[config.mk]
export PLATFORM = sky130hd
export DESIGN_NAME = multi_edge_pulse_gen
export DESIGN_NICKNAME = d
export VERILOG_FILES = /design/src/rtl/multi_edge_pulse_gen.sv
export SDC_FILE = /design/constraint.sdc
export NUM_CORES = 1
export LEC_CHECK = 0
export ABC_AREA = 1
export CORE_MARGIN = 5
export CORE_UTILIZATION = 52
export DETAILED_ROUTE_END_ITERATION = 16
export PLACE_DENSITY = 0.81
export SETUP_SLACK_MARGIN = 0.2
export SYNTH_ARGS = -nofsm -noshare
export SYNTH_HDL_FRONTEND = slang
export SYNTH_SLANG_ARGS = --single-unit
[constraint.sdc]
create_clock -name clk -period 2.4 [get_ports clk]
set_clock_uncertainty 0.1 [all_clocks]
set_input_delay 0.72 -clock clk [delete_from_list [all_inputs] [get_ports clk]]
set_output_delay 0.72 -clock clk [all_outputs]
set_load 0.05 [all_outputs]
[src/rtl/multi_edge_pulse_gen.sv]
// multi_edge_pulse_gen
// Multi-channel edge-to-pulse generator. Each channel synchronises an
// asynchronous level input and looks for rising, falling or both edges
// according to its edge_mode field. An accepted edge produces a pulse of
// max(pulse_len,1) cycles, followed by an optional hold-off lockout.
// Channels share only the clock, the reset, the length inputs and the
// post-reset arm counter. Everything else is replicated per channel.

module multi_edge_pulse_gen #(
   parameter int CHANNELS    = 3,
   parameter int CNT_W       = 6,
   parameter int SYNC_STAGES = 2,
   parameter int RETRIGGER   = 0
) (
   input  logic                  clk,
   input  logic                  reset,
   input  logic [CHANNELS-1:0]   signal_in,
   input  logic [CHANNELS-1:0]   enable,
   input  logic [2*CHANNELS-1:0] edge_mode,
   input  logic [CNT_W-1:0]      pulse_len,
   input  logic [CNT_W-1:0]      holdoff_len,
   input  logic [CHANNELS-1:0]   clear,
   output logic [CHANNELS-1:0]   pulse_out,
   output logic [CHANNELS-1:0]   busy,
   output logic [CHANNELS-1:0]   event_sticky
);

   // Detection is suppressed for this many cycles after reset release, so
   // a level that was already high during reset never shows up as an edge.
   localparam int ARM_LAST = SYNC_STAGES + 1;
   localparam int ARM_W    = $clog2(ARM_LAST + 1);

   // A qualified edge in PULSE reloads the pulse counter only when set.
   localparam bit RETRIG_EN = (RETRIGGER != 0);

   typedef enum logic [1:0] {
      S_IDLE,
      S_PULSE,
      S_HOLDOFF
   } state_t;

   logic [ARM_W-1:0] r_arm_cnt;
   logic             w_armed;
   logic [CNT_W-1:0] w_pulse_ld;

   // Count up once after reset release and then stay saturated.
   // NOTE: clocked blocks use non-blocking assignments only, so every flop
   // sees the values from before the edge regardless of block ordering.
   always_ff @(posedge clk or posedge reset) begin
      if (reset) begin
         r_arm_cnt <= '0;
      end else if (!w_armed) begin
         r_arm_cnt <= r_arm_cnt + ARM_W'(1);
      end
   end

   assign w_armed = (r_arm_cnt == ARM_W'(ARM_LAST));

   // A programmed pulse length of zero behaves as a single-cycle pulse.
   assign w_pulse_ld = (pulse_len == '0) ? CNT_W'(1) : pulse_len;

   for (genvar g = 0; g < CHANNELS; g++) begin : g_ch
      logic [SYNC_STAGES-1:0] r_sync;
      logic                   r_prev;
      state_t                 r_state;
      logic [CNT_W-1:0]       r_pcnt;
      logic [CNT_W-1:0]       r_hcnt;
      logic                   r_pulse;
      logic                   r_busy;
      logic                   r_sticky;
      logic                   w_s;
      logic                   w_rise;
      logic                   w_fall;
      logic                   w_qual;
      logic                   w_set;

      // Synchroniser chain plus the history flop used for edge detection.
      // Both keep running in every FSM state and while the channel is
      // disabled, so a level held through a pulse never fires later.
      // NOTE: the synchroniser is reset to 0 on purpose. Together with the
      // arm window this makes the first edge after reset well defined.
      always_ff @(posedge clk or posedge reset) begin
         if (reset) begin
            r_sync <= '0;
            r_prev <= 1'b0;
         end else begin
            r_sync <= {r_sync[SYNC_STAGES-2:0], signal_in[g]};
            r_prev <= r_sync[SYNC_STAGES-1];
         end
      end

      assign w_s    = r_sync[SYNC_STAGES-1];
      assign w_rise = w_s & ~r_prev;
      assign w_fall = ~w_s & r_prev;
      assign w_qual = w_armed & ((w_rise & edge_mode[2*g]) |
                                 (w_fall & edge_mode[2*g+1]));

      // An edge is accepted from IDLE, or from PULSE when retriggering is
      // built in. Edges seen in HOLDOFF are dropped.
      assign w_set = enable[g] & w_qual &
                     ((r_state == S_IDLE) | ((r_state == S_PULSE) & RETRIG_EN));

      // Per-channel IDLE/PULSE/HOLDOFF controller with registered outputs.
      always_ff @(posedge clk or posedge reset) begin
         if (reset) begin
            r_state  <= S_IDLE;
            r_pcnt   <= '0;
            r_hcnt   <= '0;
            r_pulse  <= 1'b0;
            r_busy   <= 1'b0;
            r_sticky <= 1'b0;
         end else begin
            // Setting the sticky flag takes priority over a coincident clear.
            if (w_set) begin
               r_sticky <= 1'b1;
            end else if (clear[g]) begin
               r_sticky <= 1'b0;
            end

            if (!enable[g]) begin
               // Disabling aborts any pulse or hold-off immediately.
               r_state <= S_IDLE;
               r_pulse <= 1'b0;
               r_busy  <= 1'b0;
            end else begin
               unique case (r_state)
                  S_IDLE: begin
                     if (w_set) begin
                        // The lengths are latched here, so later changes
                        // to the inputs do not disturb this pulse.
                        r_state <= S_PULSE;
                        r_pcnt  <= w_pulse_ld;
                        r_hcnt  <= holdoff_len;
                        r_pulse <= 1'b1;
                        r_busy  <= 1'b1;
                     end
                  end

                  S_PULSE: begin
                     if (w_set) begin
                        // Retrigger: restart the count from the current
                        // length. The latched hold-off stays as it was.
                        r_pcnt <= w_pulse_ld;
                     end else if (r_pcnt == CNT_W'(1)) begin
                        r_pulse <= 1'b0;
                        if (r_hcnt != '0) begin
                           r_state <= S_HOLDOFF;
                        end else begin
                           r_state <= S_IDLE;
                           r_busy  <= 1'b0;
                        end
                     end else begin
                        r_pcnt <= r_pcnt - CNT_W'(1);
                     end
                  end

                  S_HOLDOFF: begin
                     if (r_hcnt == CNT_W'(1)) begin
                        r_state <= S_IDLE;
                        r_busy  <= 1'b0;
                     end else begin
                        r_hcnt <= r_hcnt - CNT_W'(1);
                     end
                  end

                  default: begin
                     r_state <= S_IDLE;
                     r_pulse <= 1'b0;
                     r_busy  <= 1'b0;
                  end
               endcase
            end
         end
      end

      assign pulse_out[g]    = r_pulse;
      assign busy[g]         = r_busy;
      assign event_sticky[g] = r_sticky;
   end

endmodule

# Word level (Yosys, flattened, before mapping)

Cells that the tools add are included.

$add $sub $neg: 7
$mul: 0
Divide/modulo/power cells: 0
Order comparisons: 0
Equality and inequality tests: 40
Shift-type cells: 0
Mux-type cells: 82
Bitwise logic cells: 30
Reduce and logical (&&, ||, !) cells: 31

Operators with widths:

| operator              | count |
|---|---|
| $mux W6               | 16 |
| $pmux W6 S2           | 6 |
| $reduce_and A4 Y1     | 12 |
| $ne A3 B3 Y1 const B  | 15 |
| $eq A6 B1 Y1 const B  | 6 |
| $mux W2               | 18 |
| $sub A6 B1 Y6 const B | 6 |
| $mux W1               | 33 |
| $and A1 B1 Y1         | 21 |
| $ne A2 B2 Y1 const B  | 9 |
| $pmux W1 S3           | 6 |
| $pmux W2 S3           | 3 |
| $reduce_bool A2 Y1    | 9 |
| $reduce_bool A6 Y1    | 3 |
| $reduce_and A5 Y1     | 3 |
| $ne A3 B2 Y1 const B  | 3 |
| $eq A2 B2 Y1 const B  | 4 |
| $eq A2 B1 Y1 const B  | 3 |
| $logic_not A2 Y1      | 3 |
| $logic_not A6 Y1      | 1 |
| $not A1 Y1            | 6 |
| $or A1 B1 Y1          | 3 |
| $add A2 B1 Y2 const B | 1 |

Flip-flop bits (word level): 62
Latch bits: 0
Memory bits (writable): 0
Memory bits (read-only): 0
Bits of input ports: 29
Output and inout bits: 9
Word-level logic and storage cells: 215
Memories: 0

# Longest topological paths before layout

Depth in word-level cells: 10
Gate-level depth with buffers: 9
Gate-level depth less buffers: 9

# Worst setup path before layout

No wires, ideal clock.

Path type: in2reg
From: input enable[1]
To: register g_ch[1].r_pcnt[5]
Library setup time: 0.121 ns
Arrival: 1.369 ns
Slack: 0.810 ns
Cell stages on the path: 7
Buffers on the path: 0
Cells stage by stage: inv_1 -> nor3_2 -> nand3_2 -> nand2_4 -> nand2_1 -> nand2_1 -> o21ai_1

Longest elaborated chain between the ends: 4
Elaborated cells on any way between the ends: 7

Ends and longest elaborated chain:

| what                                                              | line | text |
|---|---|---|
| start: declaration                                                | 18   | `input logic [CHANNELS-1:0] enable,` |
| $and A1 B1 Y1 (2 in series)                                       | 100  | `assign w_set = enable[g] & w_qual &` |
| $ne A3 B3 Y1 (no line) (tied with other cells)                    | -    |  |
| $reduce_and A4 Y1 (no line) / $pmux W6 S2 (equally long branches) | -    |  |
| end signal: assignment                                            | 132  | `r_pcnt <= w_pulse_ld;` |
| end signal: assignment                                            | 143  | `r_pcnt <= w_pulse_ld;` |
| end signal: assignment                                            | 153  | `r_pcnt <= r_pcnt - CNT_W'(1);` |
| end: declaration                                                  | 66   | `logic [CNT_W-1:0] r_pcnt;` |

Parallel ways exist; a longest one is shown, timed or not.
A chain may end at the register's enable or synchronous reset.

# Worst setup path after layout

From: register g_ch[2].r_pulse
To: output pulse_out[2]

RTL lines:

| what                     | line | text |
|---|---|---|
| start: declaration       | 68   | `logic r_pulse;` |
| start signal: assignment | 109  | `r_pulse <= 1'b0;` |
| start signal: assignment | 123  | `r_pulse <= 1'b0;` |
| start signal: assignment | 134  | `r_pulse <= 1'b1;` |
| end: declaration         | 23   | `output logic [CHANNELS-1:0] pulse_out,` |

No word-level cell between the ends.

==> impl_summary.md <==
Run status
The run finished with clean final reports.

Synth
A synthesized cell averages roughly 7.3 um^2. After synthesis, the share of flip-flops with an asynchronous set or reset is 100.0%. After synthesis the cells add up to between 0.003 and 0.004 mm^2.

Yosys mapped a number of flops with a built-in enable equal to 0. The count of different cell masters after synthesis is 29. The net count after synthesis is ~560. After synthesis the netlist holds a flip-flop and latch count of 62. The portion of the post-synthesis area used by sequential elements is about two fifths. For this run, the number of Yosys warnings is 0. The commonest cells after synthesis are nand2_1, dfrtp_1, inv_1. After synthesis, the cell types taking the most area are dfrtp_1, nand2_1, inv_1. The biggest area contributor in the post-synthesis netlist is dfrtp_1. The synthesized instance count is 513.

The most instantiated library cell after synthesis is nand2_1. The portion of synthesized cell area occupied by the leading cell type is between 40 and 50%. For this run, the leading register cell type out of synthesis is dfrtp_1.

Global route
The via count of the first global-routing pass was 3220. The number of antenna violations at the first check in global routing came to 0. The global router's overall resource usage is slightly below 20%. Entering global routing, the biggest net connects 50 pins. Summed over all layers, the global routing overflow is 0.

The global-route wire length before repair is approximately 14000 um.

Routing
The length of the first detailed-routing pass in iterations is 4. The first routing iteration left 135 violations. Once detail routing completed, the nets flagged for antenna violations numbered 0. The total detailed-routing wirelength is just over 8000 um. The number of vias per cell after detailed routing is just over 5. The number of remaining DRC errors is 0. In the final routed layout, each cell accounts on average for roughly 13 um.

The vias after detailed routing is about 3300.

Power
The total power density per cell area is around 1100 mW/mm^2. The maximum resistive drop on vdd is between 0.0004 and 0.0005 V. The overall power is about 5.1 mW. The standby leakage power is approximately 2.3 nW.

Clock tree
The clock tree synthesis step divided the H-tree into 3 levels. The clock root buffer master is clkbuf_8. In this run the post-CTS setup repair buffer count came out at 0. The tree built by TritonCTS fans out to a little over 60 sinks. The total of hold buffers inserted after clock tree synthesis is 0. TritonCTS created 9 clock buffers. The clock-pin slew on the worst setup and hold paths is around 70 ps. The post-cts sizing count is 9. For the worst-skew pair, the clock arrives at the later sink with an insertion delay of between 300 and 400 ps.

The clock passes through at most 2 buffers. The clock tree from TritonCTS is done.

Placement
The half-perimeter wire length of the detailed placement result is a little over 6000 um. The count of buffers added on input and output ports is 37. The final weighted congestion in routability-driven placement is between 0.9 and 1. In this run, placement finished with an instance count of roughly 640.

Final layout
The number of antenna diodes in the final layout is 0. Fill cells in the final layout number a little over 600. The non-filler instance count after layout is 657.

The final-stage net count is ~600. At the end of the flow the core is filled with cells to between 60% and 70%. Of the cells placed in the final design, the portion with a size suffix greater than 1 is under 10%. The area growth from synthesis to layout is 18.24%.

Critical path
The sort of element at the start of the critical path is a flip-flop. The maximum cell stage delay along the critical path is roughly 540 ps. The worst setup path is of the flip-flop to output pin kind.

The data required time of the worst path is 1580 ps. STA puts the critical path data arrival time at 1240 ps. The buffer and inverter count on the worst path is 1. The cell with the largest stage delay on the worst path is dlygate4sd2_1.

Traced cell by cell, the critical path runs through dlygate4sd2_1. The maximum fanout count along the critical path is 2. The family of cells with the greatest summed delay on the critical path is buffers and inverters. The kind of end point of the critical path is an output pin.

Timing
The final-layout setup total negative slack is 0 ps. Measured against its own limit, the worst slew margin works out to 66.31%. For the pin with the worst max-slew slack, the measured transition is just over 500 ps. The final critical path takes up about 86% of the cycle. The timing-limited maximum frequency is between 400 and 500 MHz.

The number of max-slew violations in the final report is 0. The number of hold-slack violations in the final timing report is 0. Setup repair after global routing left no endpoint under its margin. The total of endpoints with negative setup slack in the final report is 0.

The post-layout minimum cycle time is just over 2000 ps.

Floorplan
The placement row count is 31. Once the floorplan was initialized, standard cells occupied between 50% and 60% of the core. Pin placement for this block handled 38 I/O pins. The die covers ~0.0090 mm^2.

The x dimension of the die is 95.03 um. The height of the die is 95.03 um. The total area inside the core boundary comes to between 0.007 and 0.008 mm^2.

Flow run
The tool flagged a number of max-cap violations equal to 0.

Min path
The min-delay analysis places its worst path in the category flip-flop to flip-flop.
## per-layer routing
| metal | global-route usage (%) | wire length [um] | vias up |
|---|---|---|---|
| met4 | 8.053 | 160 | 0 |
| met3 | 3.394 | 310 | 19 |
| li1 | - | - | 1689 |
| met2 | 33.65 | 4080 | 67 |
| met5 | 0 | 0 | - |
| met1 | 24.99 | 3709 | 1560 |
## placed cells by master, fill, tap and decap left out, drive strengths merged
master,netlist,routed
mux2,1,1
clkinv,0,3
nor2,48,48
xnor2,9,9
dlygate4sd2,0,9
clkdlybuf4s50,0,28
clkbuf,0,10
clkinvlp,0,1
a21o,2,2
or2,2,2
inv,60,59
nand4,9,9
xor2,3,3
bufinv,0,3
buf,10,2
o211ai,3,3
o21ai,36,36
nand3,44,44
nand2,204,204
nor3,3,3
a21oi,2,2
dfrtp,62,62
a21boi,2,2
ha,13,13
## layout make-up
| cell class | count | area [um^2] | share of cell area (%) |
|---|---|---|---|
| multi-input cells | 381 | 1906 | 42.87 |
| flip-flops and latches | 62 | 1551 | 34.90 |
| repair buffers | 39 | 386.6 | 8.697 |
| inverters | 60 | 231.5 | 5.207 |
| clock buffers | 10 | 137.6 | 3.096 |
| well taps | 99 | 123.9 | 2.786 |
| clock inverters | 6 | 108.9 | 2.449 |
## path summary, 6_finish.rpt
path                                        startpoint                             to  slack, ps  cells after the start
max                        g_ch[2].r_pulse$_DFFE_PP0P_                   pulse_out[2]        340                      1
min                        g_ch[1].r_sync[0]$_DFF_PP0_    g_ch[1].r_sync[1]$_DFF_PP0_        250                      0
max reg2reg                   r_arm_cnt[0]$_DFFE_PP0P_  g_ch[2].r_hcnt[4]$_DFFE_PP0P_        630                      7
min reg2reg                g_ch[1].r_sync[0]$_DFF_PP0_    g_ch[1].r_sync[1]$_DFF_PP0_        250                      0
max in group asynchronous                        reset  g_ch[0].r_pcnt[0]$_DFFE_PP0P_       1050                      3
min in group asynchronous                        reset  g_ch[0].r_pcnt[4]$_DFFE_PP0P_        600                      2
## report_power, final
part / internal, mW / switching (mW) / total, mW
sequential: 1.41 / 0.391 / 1.80
combinational: 0.791 / 1.34 / 2.13
clock: 0.716 / 0.410 / 1.13
## flip-flops by register name, summed over array words and instances, names as in the netlist
signal         flops
g_ch.r_busy        3
g_ch.r_hcnt       18
g_ch.r_pcnt       18
g_ch.r_prev        3
g_ch.r_pulse       3
g_ch.r_state       6
g_ch.r_sticky      3
g_ch.r_sync        6
r_arm_cnt          2
## worst reg2reg max path: stages, from the launching register on
cell	delay [ps]
dfrtp_1	370
ha_1	430
nand3_1	190
nand2_1	130
nand2_1	70
nor2_2	250
nand2_1	90
nand2_1	80
## kinds of logic (layout without fill, tap and decap cells)
group | Yosys count | after routing | synth area share [%]
compound gates | 45 | 45 | 6.456
fa+ha+maj | 13 | 13 | 4.326
flops | 62 | 62 | 41.26
buf+inv | 70 | 115 | 8.053
xor+xnor | 12 | 12 | 2.796
mux | 1 | 1 | 0.2995
simple gates | 310 | 310 | 36.81
## metrics by stage
stage               instance area (um^2)  hold WS [ps]  setup WS [ps]
finish                              4446         252.9          339.7
global route                        4446         257.4          311.5
CTS                                 4446         255.3          324.6
detailed placement                  4210         239.5          153.2
global placement                    4210         236.9          198.9
floorplan                           3764         231.2          810.0
(Power assumes the default switching activity.)
